==> src/rtl/reg_cmd_master.sv <==
// rtl/reg_cmd_master.sv - host command parser driving register writes and streaming register reads.
// Optional write acknowledge byte (0x4B) enabled by defining CMD_ACK_EN.
module reg_cmd_master #(
  parameter int TIMEOUT_CYCLES = 1000000,
  parameter int MAX_LEN        = 76
) (
  input  logic       clk,
  input  logic       reset,
  input  logic [7:0] rx_data,
  input  logic       rx_valid,
  output logic [7:0] tx_data,
  output logic       tx_valid,
  input  logic       tx_ready,
  output logic [6:0] reg_num,
  output logic       reg_write,
  output logic [7:0] reg_wdata,
  input  logic [7:0] reg_rdata,
  output logic       busy,
  output logic [7:0] err_count
);

  localparam int              TW        = $clog2(TIMEOUT_CYCLES + 1);
  localparam logic [TW-1:0]   TMO_LAST  = TW'(TIMEOUT_CYCLES - 1);
  localparam logic [7:0]      MAX_LEN_B = 8'(MAX_LEN);

  typedef enum logic [2:0] {
    IDLE, GET_ADDR, GET_LEN, WR_DATA, RD_ISSUE, RD_LATCH, RD_SEND, ACK
  } state_t;

  state_t        state;
  logic          op_wr;
  logic [6:0]    addr;
  logic [7:0]    len;
  logic [TW-1:0] tmo;

  function automatic logic [7:0] sat_inc(input logic [7:0] v);
    return (v == 8'hFF) ? v : v + 8'd1;
  endfunction

  assign busy = (state != IDLE);

  always_ff @(posedge clk or negedge reset) begin
    if (!reset) begin
      state     <= IDLE;
      op_wr     <= 1'b0;
      addr      <= '0;
      len       <= '0;
      tmo       <= '0;
      tx_data   <= '0;
      tx_valid  <= 1'b0;
      reg_num   <= '0;
      reg_write <= 1'b0;
      reg_wdata <= '0;
      err_count <= '0;
    end else begin
      reg_write <= 1'b0;
      case (state)
        IDLE: begin
          tmo <= '0;
          if (rx_valid) begin
            if (rx_data == 8'h57) begin
              op_wr <= 1'b1;
              state <= GET_ADDR;
            end else if (rx_data == 8'h52) begin
              op_wr <= 1'b0;
              state <= GET_ADDR;
            end else begin
              err_count <= sat_inc(err_count);
            end
          end
        end
        GET_ADDR, GET_LEN, WR_DATA: begin
          if (rx_valid) begin
            tmo <= '0;
            if (state == GET_ADDR) begin
              addr  <= rx_data[6:0];
              state <= GET_LEN;
            end else if (state == GET_LEN) begin
              len <= (rx_data > MAX_LEN_B) ? MAX_LEN_B : rx_data;
              if (rx_data == 8'd0) begin
`ifdef CMD_ACK_EN
                if (op_wr) begin
                  tx_data  <= 8'h4B;
                  tx_valid <= 1'b1;
                  state    <= ACK;
                end else begin
                  state <= IDLE;
                end
`else
                state <= IDLE;
`endif
              end else begin
                state <= op_wr ? WR_DATA : RD_ISSUE;
              end
            end else begin
              reg_num   <= addr;
              reg_wdata <= rx_data;
              reg_write <= 1'b1;
              addr      <= addr + 7'd1;
              len       <= len - 8'd1;
              if (len == 8'd1) begin
`ifdef CMD_ACK_EN
                tx_data  <= 8'h4B;
                tx_valid <= 1'b1;
                state    <= ACK;
`else
                state <= IDLE;
`endif
              end
            end
          end else if (tmo == TMO_LAST) begin
            tmo       <= '0;
            state     <= IDLE;
            err_count <= sat_inc(err_count);
          end else begin
            tmo <= tmo + 1'b1;
          end
        end
        RD_ISSUE: begin
          reg_num <= addr;
          state   <= RD_LATCH;
        end
        RD_LATCH: begin
          tx_data  <= reg_rdata;
          tx_valid <= 1'b1;
          state    <= RD_SEND;
        end
        RD_SEND: begin
          if (tx_ready) begin
            tx_valid <= 1'b0;
            addr     <= addr + 7'd1;
            len      <= len - 8'd1;
            state    <= (len == 8'd1) ? IDLE : RD_ISSUE;
          end
        end
`ifdef CMD_ACK_EN
        ACK: begin
          if (tx_ready) begin
            tx_valid <= 1'b0;
            state    <= IDLE;
          end
        end
`endif
        default: state <= IDLE;
      endcase
      // Host bytes cannot be accepted while a response is being produced.
      if (rx_valid && (state == RD_ISSUE || state == RD_LATCH || state == RD_SEND || state == ACK))
        err_count <= sat_inc(err_count);
    end
  end

endmodule

==> config.mk <==
export PLATFORM = sky130hd
export DESIGN_NAME = reg_cmd_master
export DESIGN_NICKNAME = d
export VERILOG_FILES = /design/src/rtl/reg_cmd_master.sv
export SDC_FILE = /design/constraint.sdc
export NUM_CORES = 1
export LEC_CHECK = 0
export CORE_ASPECT_RATIO = 0.6
export CORE_MARGIN = 3
export CORE_UTILIZATION = 45
export DETAILED_ROUTE_END_ITERATION = 10
export PLACE_DENSITY = 0.68
export SYNTH_ARGS = -nofsm -noshare
export SYNTH_HDL_FRONTEND = slang
export SYNTH_SLANG_ARGS = --single-unit
==> constraint.sdc <==
create_clock -name clk -period 6.35 [get_ports clk]
set_input_delay 0.9525 -clock clk [delete_from_list [all_inputs] [get_ports clk]]
set_output_delay 0.9525 -clock clk [all_outputs]
set_load 0.01 [all_outputs]
## Word level (Yosys, flattened, before mapping)

Index checks and enable logic that the tools add are counted.

| word-level totals | value |
|---|---|
| bits in registers | 72 |
| latch bits | 0 |
| RAM bits | 0 |
| ROM bits | 0 |
| input bits | 20 |
| output and inout bits | 34 |
| logic and storage cells | 113 |
| memories kept | 0 |

| operators by class | value |
|---|---|
| $add $sub $neg | 4 |
| multiply operators | 0 |
| div/mod/pow operators | 0 |
| order comparisons | 1 |
| eq/ne operators | 26 |
| shift operators | 0 |
| mux-type cells | 47 |
| bitwise operators | 2 |
| reduce and logical (&&, ||, !) cells | 22 |

Operator list:

| operator | number |
|---|---|
| 8-bit two-way mux | 12 |
| 7-bit two-way mux | 7 |
| 20-bit two-way mux | 2 |
| 20-bit one-hot mux with 2 select lines | 1 |
| 3-bit two-way mux | 12 |
| 8-bit one-hot mux with 2 select lines | 2 |
| 7-bit one-hot mux with 2 select lines | 2 |
| 3-bit != test, second input constant | 8 |
| 20-bit by 1-bit adder with 20-bit output, second input constant | 1 |
| 20-bit == test, second input constant | 1 |
| 8-bit by 7-bit == test with 1-bit output, second input constant | 2 |
| 4-bit AND reduction | 4 |
| 3-bit one-hot mux with 5 select lines | 1 |
| 3-bit == test, second input constant | 4 |
| 2-bit != test, second input constant | 5 |
| 2-bit nonzero test | 5 |
| 8-bit by 1-bit adder with 8-bit output, second input constant | 1 |
| 8-bit by 1-bit == test with 1-bit output, second input constant | 1 |
| 8-bit == test, second input constant | 1 |
| 8-bit by 7-bit > comparator with 1-bit output, second input constant | 1 |
| 8-bit zero test | 1 |
| 8-bit by 1-bit subtractor with 8-bit output, second input constant | 1 |
| 7-bit by 1-bit adder with 7-bit output, second input constant | 1 |
| 1-bit two-way mux | 7 |
| 14 further kinds | 19 |

## Logic depth before layout (Yosys ltp)

| depth | value |
|---|---|
| depth in word-level cells | 7 |
| depth in mapped cells | 7 |
| depth with buffers taken out | 6 |

## Least setup slack after synthesis

OpenSTA, ideal clock, no wires.

| timing | value |
|---|---|
| path type | input -> register |
| start point | in rx_valid |
| end point | reg err_count[1] |
| setup time | 125 ps |
| data arrival time | 2,375 ps |
| data required time | 6,225 ps |
| slack | 3,850 ps |
| stages on the path | 5 |
| buffers on the path | 1 |
| cells stage by stage | clkbuf_1 -> or2_2 -> a22o_1 -> nor3_1 -> mux2_2 |

| between the ends | value |
|---|---|
| word-level cells in the longest chain between the ends | 3 |
| elaborated cells on any way between the ends | 9 |
| classes of those cells | eq/ne (5); mux (1); reduce/logical (3) |

Ends and longest elaborated chain:

| what | RTL line | text |
|---|---|---|
| from (decl) | 10 | `input logic rx_valid,` |
| 1-bit logical AND | 147 | `if (rx_valid && (state == RD_ISSUE \|\| state == RD_LATCH \|\| state == RD_SEND \|\| state == ACK))` |
| 3-bit != test (no line) or 3-bit nonzero test (tied branches) | n/a |  |
| 6-bit AND reduction (no line) | n/a |  |
| to (signal assigned) | 68 | `err_count <= sat_inc(err_count);` |
| to (signal assigned) | 114 | `err_count <= sat_inc(err_count);` |
| to (signal assigned) | 148 | `err_count <= sat_inc(err_count);` |
| to (decl) | 19 | `output logic [7:0] err_count` |

Several ways; a longest one is shown, not always the timed one.
A chain may end at the register's enable or synchronous reset.

## Worst setup path after layout

| timing | value |
|---|---|
| start point | reg state[2] |
| end point | out busy |

| between the ends | value |
|---|---|
| word-level cells in the longest chain between the ends | 1 |

Ends and longest elaborated chain:

| what | RTL line | text |
|---|---|---|
| from (decl) | 30 | `state_t state;` |
| from (signal assigned) | 93 | `state <= op_wr ? WR_DATA : RD_ISSUE;` |
| from (signal assigned) | 133 | `state <= (len == 8'd1) ? IDLE : RD_ISSUE;` |
| 3-bit nonzero test | 40 | `assign busy = (state != IDLE);` |
| to (decl) | 18 | `output logic busy,` |

Every way passes these cells.

==> impl_metrics.csv <==
group,metric,value,unit
route,wl_per_cell,17.2,um
synth,async_flop_share,1.00,
hold_path,min_path_type,"flip-flop to flip-flop",
worst_setup_path,cp_num_buf_inv,1,
worst_setup_path,crit_required,5.40,ns
grt,grt_busiest_layer,"met1",
die,rows,24,
worst_setup_path,crit_slowest_cell,"dfrtp_1",
status,status,"complete, no violations",
grt,overflow,0,
timing,finalCriticalPeriod,3.00,ns
layout,mostFrequentLayoutCell,"dfrtp_1",
synth,synth_nets,398,
timing,max_slew_margin,0.285,
worst_setup_path,timing.rr.start,"state[2]",
placed_design,place_hpwl,6430,um
die,dieArea,0.00935,mm2
synth,synth_edf_count,0,
layout,n_fill_cell,655,
worst_setup_path,reg2reg_depth,5,
timing,fmaxAchievable,334,MHz
grt,grt_pass1_wl,15200,um
layout,final_layout_size_suffix_gt1_frac,0.110,
synth,synthCells,373,
worst_setup_path,crit_chain,"or3_1 > clkdlybuf4s50_1",
timing,hold_viol,0,
power_and_ir_drop,pwr_density_cell,452,mW/mm2
worst_setup_path,rr_endpoint,"state[0]",
timing,min_period_over_period,0.472,
worst_setup_path,reg2reg_slack,3.44,ns
synth,synth_top_flop_cell,"dfrtp_1",
grt,grt_pass1_vias,2782,
die,ios,54,
worst_setup_path,critPathMaxStageDelay,0.82,ns
layout,layout_common_cells,"dfrtp_1, clkdlybuf4s50_1, nand3_1, nor2_1, nand2_1",
grt,grt_max_degree,73,
power_and_ir_drop,p_leak,1.93,nW
placed_design,routabilityCongestion,0.871,
timing,fin_tns_setup,0,ns
synth,synth.ff_latch_count,72,
die,start_util,0.486,
timing,finalSetupViolCount,0,
synth,syn_area,0.00369,mm2
worst_setup_path,end_kind,"primary output",
clock_tree,cts.reportedPaths.clkPinSlew,0.05,ns
worst_setup_path,cp-startpoint,"state[2]",
clock_tree,cts_setup_buffers,0,
clock_tree,htree_levels,3,
route,vias_per_cell,5.80,
clock_tree,clock_path_buffers,2,
route,ant_nets,0,
grt,use_met3,0.0764,
synth,yosysTopAreaCellShare,0.488,
clock_tree,cts_root_buffer,"clkbuf_16",
clock_tree,numCtsBuffers,9,
clock_tree,holdBufCountCts,0,
worst_setup_path,critPathCapture,"busy",
synth,synth_top_cell_by_area,"dfrtp_1",
worst_setup_path,startpoint_type,"flip-flop",
clock_tree,cts.sinks,72,
worst_setup_path,cp.depth,2,
route,via_count,3087,
synth,yosysWarnings,0,
die,die_y,76.1,um
grt,met2_usage,0.247,
worst_setup_path,path_delay_family,"flip-flops",
route,drc,0,
layout,area_delta_synth_final,23.7,%
worst_setup_path,criticalPathCategory,"flip-flop to primary output",
timing,rsz0062_at_grt,"no",
clock_tree,post_cts_resized,0,
timing,final.setup_skew,0.00385,ns
route,drt-total-wl,9140,um
clock_tree,clock_latency,0.34,ns
die,die_x,123,um
placed_design,place_area,0.00429,mm2
timing,slew_viol_final,0,
route,drt_iter0_markers,265,
worst_setup_path,crit_fanout,24,
layout,fin_nets,448,
grt,grt_util_all_layers,0.210,
route,first_pass_iters,5,
layout,final_area,0.00456,mm2
run,cap_violations,0,
power_and_ir_drop,peakVddDrop,0.252,mV
layout,num_antenna_cells,0,
grt,grt_use_met1,0.343,
die,core_area,0.00760,mm2
grt,antenna_found_initial,0,
synth,synth_cell_type_count,47,
timing,worst_pin_slew,1.04,ns
synth,synth.avg_cell_area,9.89,um2
worst_setup_path,cp.arrival,2.04,ns
synth,ys_seq_area_frac,0.488,
synth,synthTopCellsByArea,"dfrtp_1, mux2_2, nand3_1",
placed_design,port_buffers,53,
clock_tree,cts_tree,"done",
## power breakdown
group	switching, W	internal [W]	total (W)	leakage, nW
combinational	0.000396	0.000428	0.000824	0.912
sequential	0.000157	0.000620	0.000777	0.892
clock	0.000186	0.000274	0.000460	0.130
total	0.000739	0.00132	0.00206	1.93
## worst reg2reg max path, cell delays in order (launching register included)
cell and delay [ns]:
dfrtp_1 0.82, inv_1 0.43, nand4_1 0.58, a31oi_1 0.11
or4_4 0.55, mux2_4 0.30
## final cells by class
type / instances / area [um2] / area share
clock buffers: 13 / 250 / 0.0549
inverters: 11 / 41.3 / 0.00905
multi-input cells: 275 / 1790 / 0.392
well taps: 104 / 130 / 0.0285
clock inverters: 3 / 17.5 / 0.00384
flip-flops and latches: 72 / 1800 / 0.395
repair buffers: 54 / 533 / 0.117
## worst min-delay path by stage
stage	from	to	slack [ns]	depth (start not counted)
after global routing	err_count[7]	err_count[7]	0.52	1
after CTS	reg_wdata[2]	reg_wdata[2]	0.50	2
after detailed placement	reg_wdata[2]	reg_wdata[2]	0.49	2
after floorplan	tmo[6]	tmo[6]	0.48	1
final	err_count[7]	err_count[7]	0.50	1
after global placement	reg_wdata[2]	reg_wdata[2]	0.47	2
## stage by stage
step / instances / util / total power, W / worst slack [ns] / hold WS [ns]
global route: 532 / 0.600 / 0.00220 / 3.26 / 0.515
finish: 532 / 0.600 / 0.00206 / 3.35 / 0.498
CTS: 532 / 0.600 / 0.00207 / 3.33 / 0.499
global placement: 516 / 0.565 / 0.00159 / 3.13 / 0.469
floorplan: 373 / - / 0.00124 / 3.85 / 0.479
detailed placement: 516 / 0.565 / 0.00160 / 3.08 / 0.487
## sequential cells by signal (all words and copies together) (netlist names), 3 cells and up
signal     flops
state          3
tx_data        8
tmo           20
reg_num        7
addr           7
len            8
err_count      8
reg_wdata      8
## cell usage after synthesis (3+ instances only)
master	instances
dfrtp_1	72
nand3_1	31
nor2_1	31
nand2_1	30
a21oi_1	23
mux2_2	23
o21ai_0	14
a31oi_1	12
clkbuf_1	12
xor2_1	12
inv_1	11
nor3_1	10
nor4_1	9
a22o_1	7
a21o_1	6
nand2b_1	6
ha_1	5
and4_1	4
nand4_1	4
o22ai_1	4
a211oi_1	3
and3_1	3
o21bai_1	3
## layer usage
layer / wire, um / up-vias
li1: - / 1469
met1: 4810 / 1497
met2: 3500 / 105
met3: 689 / 16
met4: 140 / 0
met5: 0 / -
## kinds of logic (layout without fill, tap and decap cells)
logic type,Yosys count,after routing,synth area share
compound gates,88,88,0.159
xor+xnor,14,14,0.0332
fa+ha+maj,5,5,0.0170
buf+inv,26,81,0.0268
flops,72,72,0.488
mux,26,26,0.0797
simple gates,142,142,0.196
(Power assumes the default switching activity.)
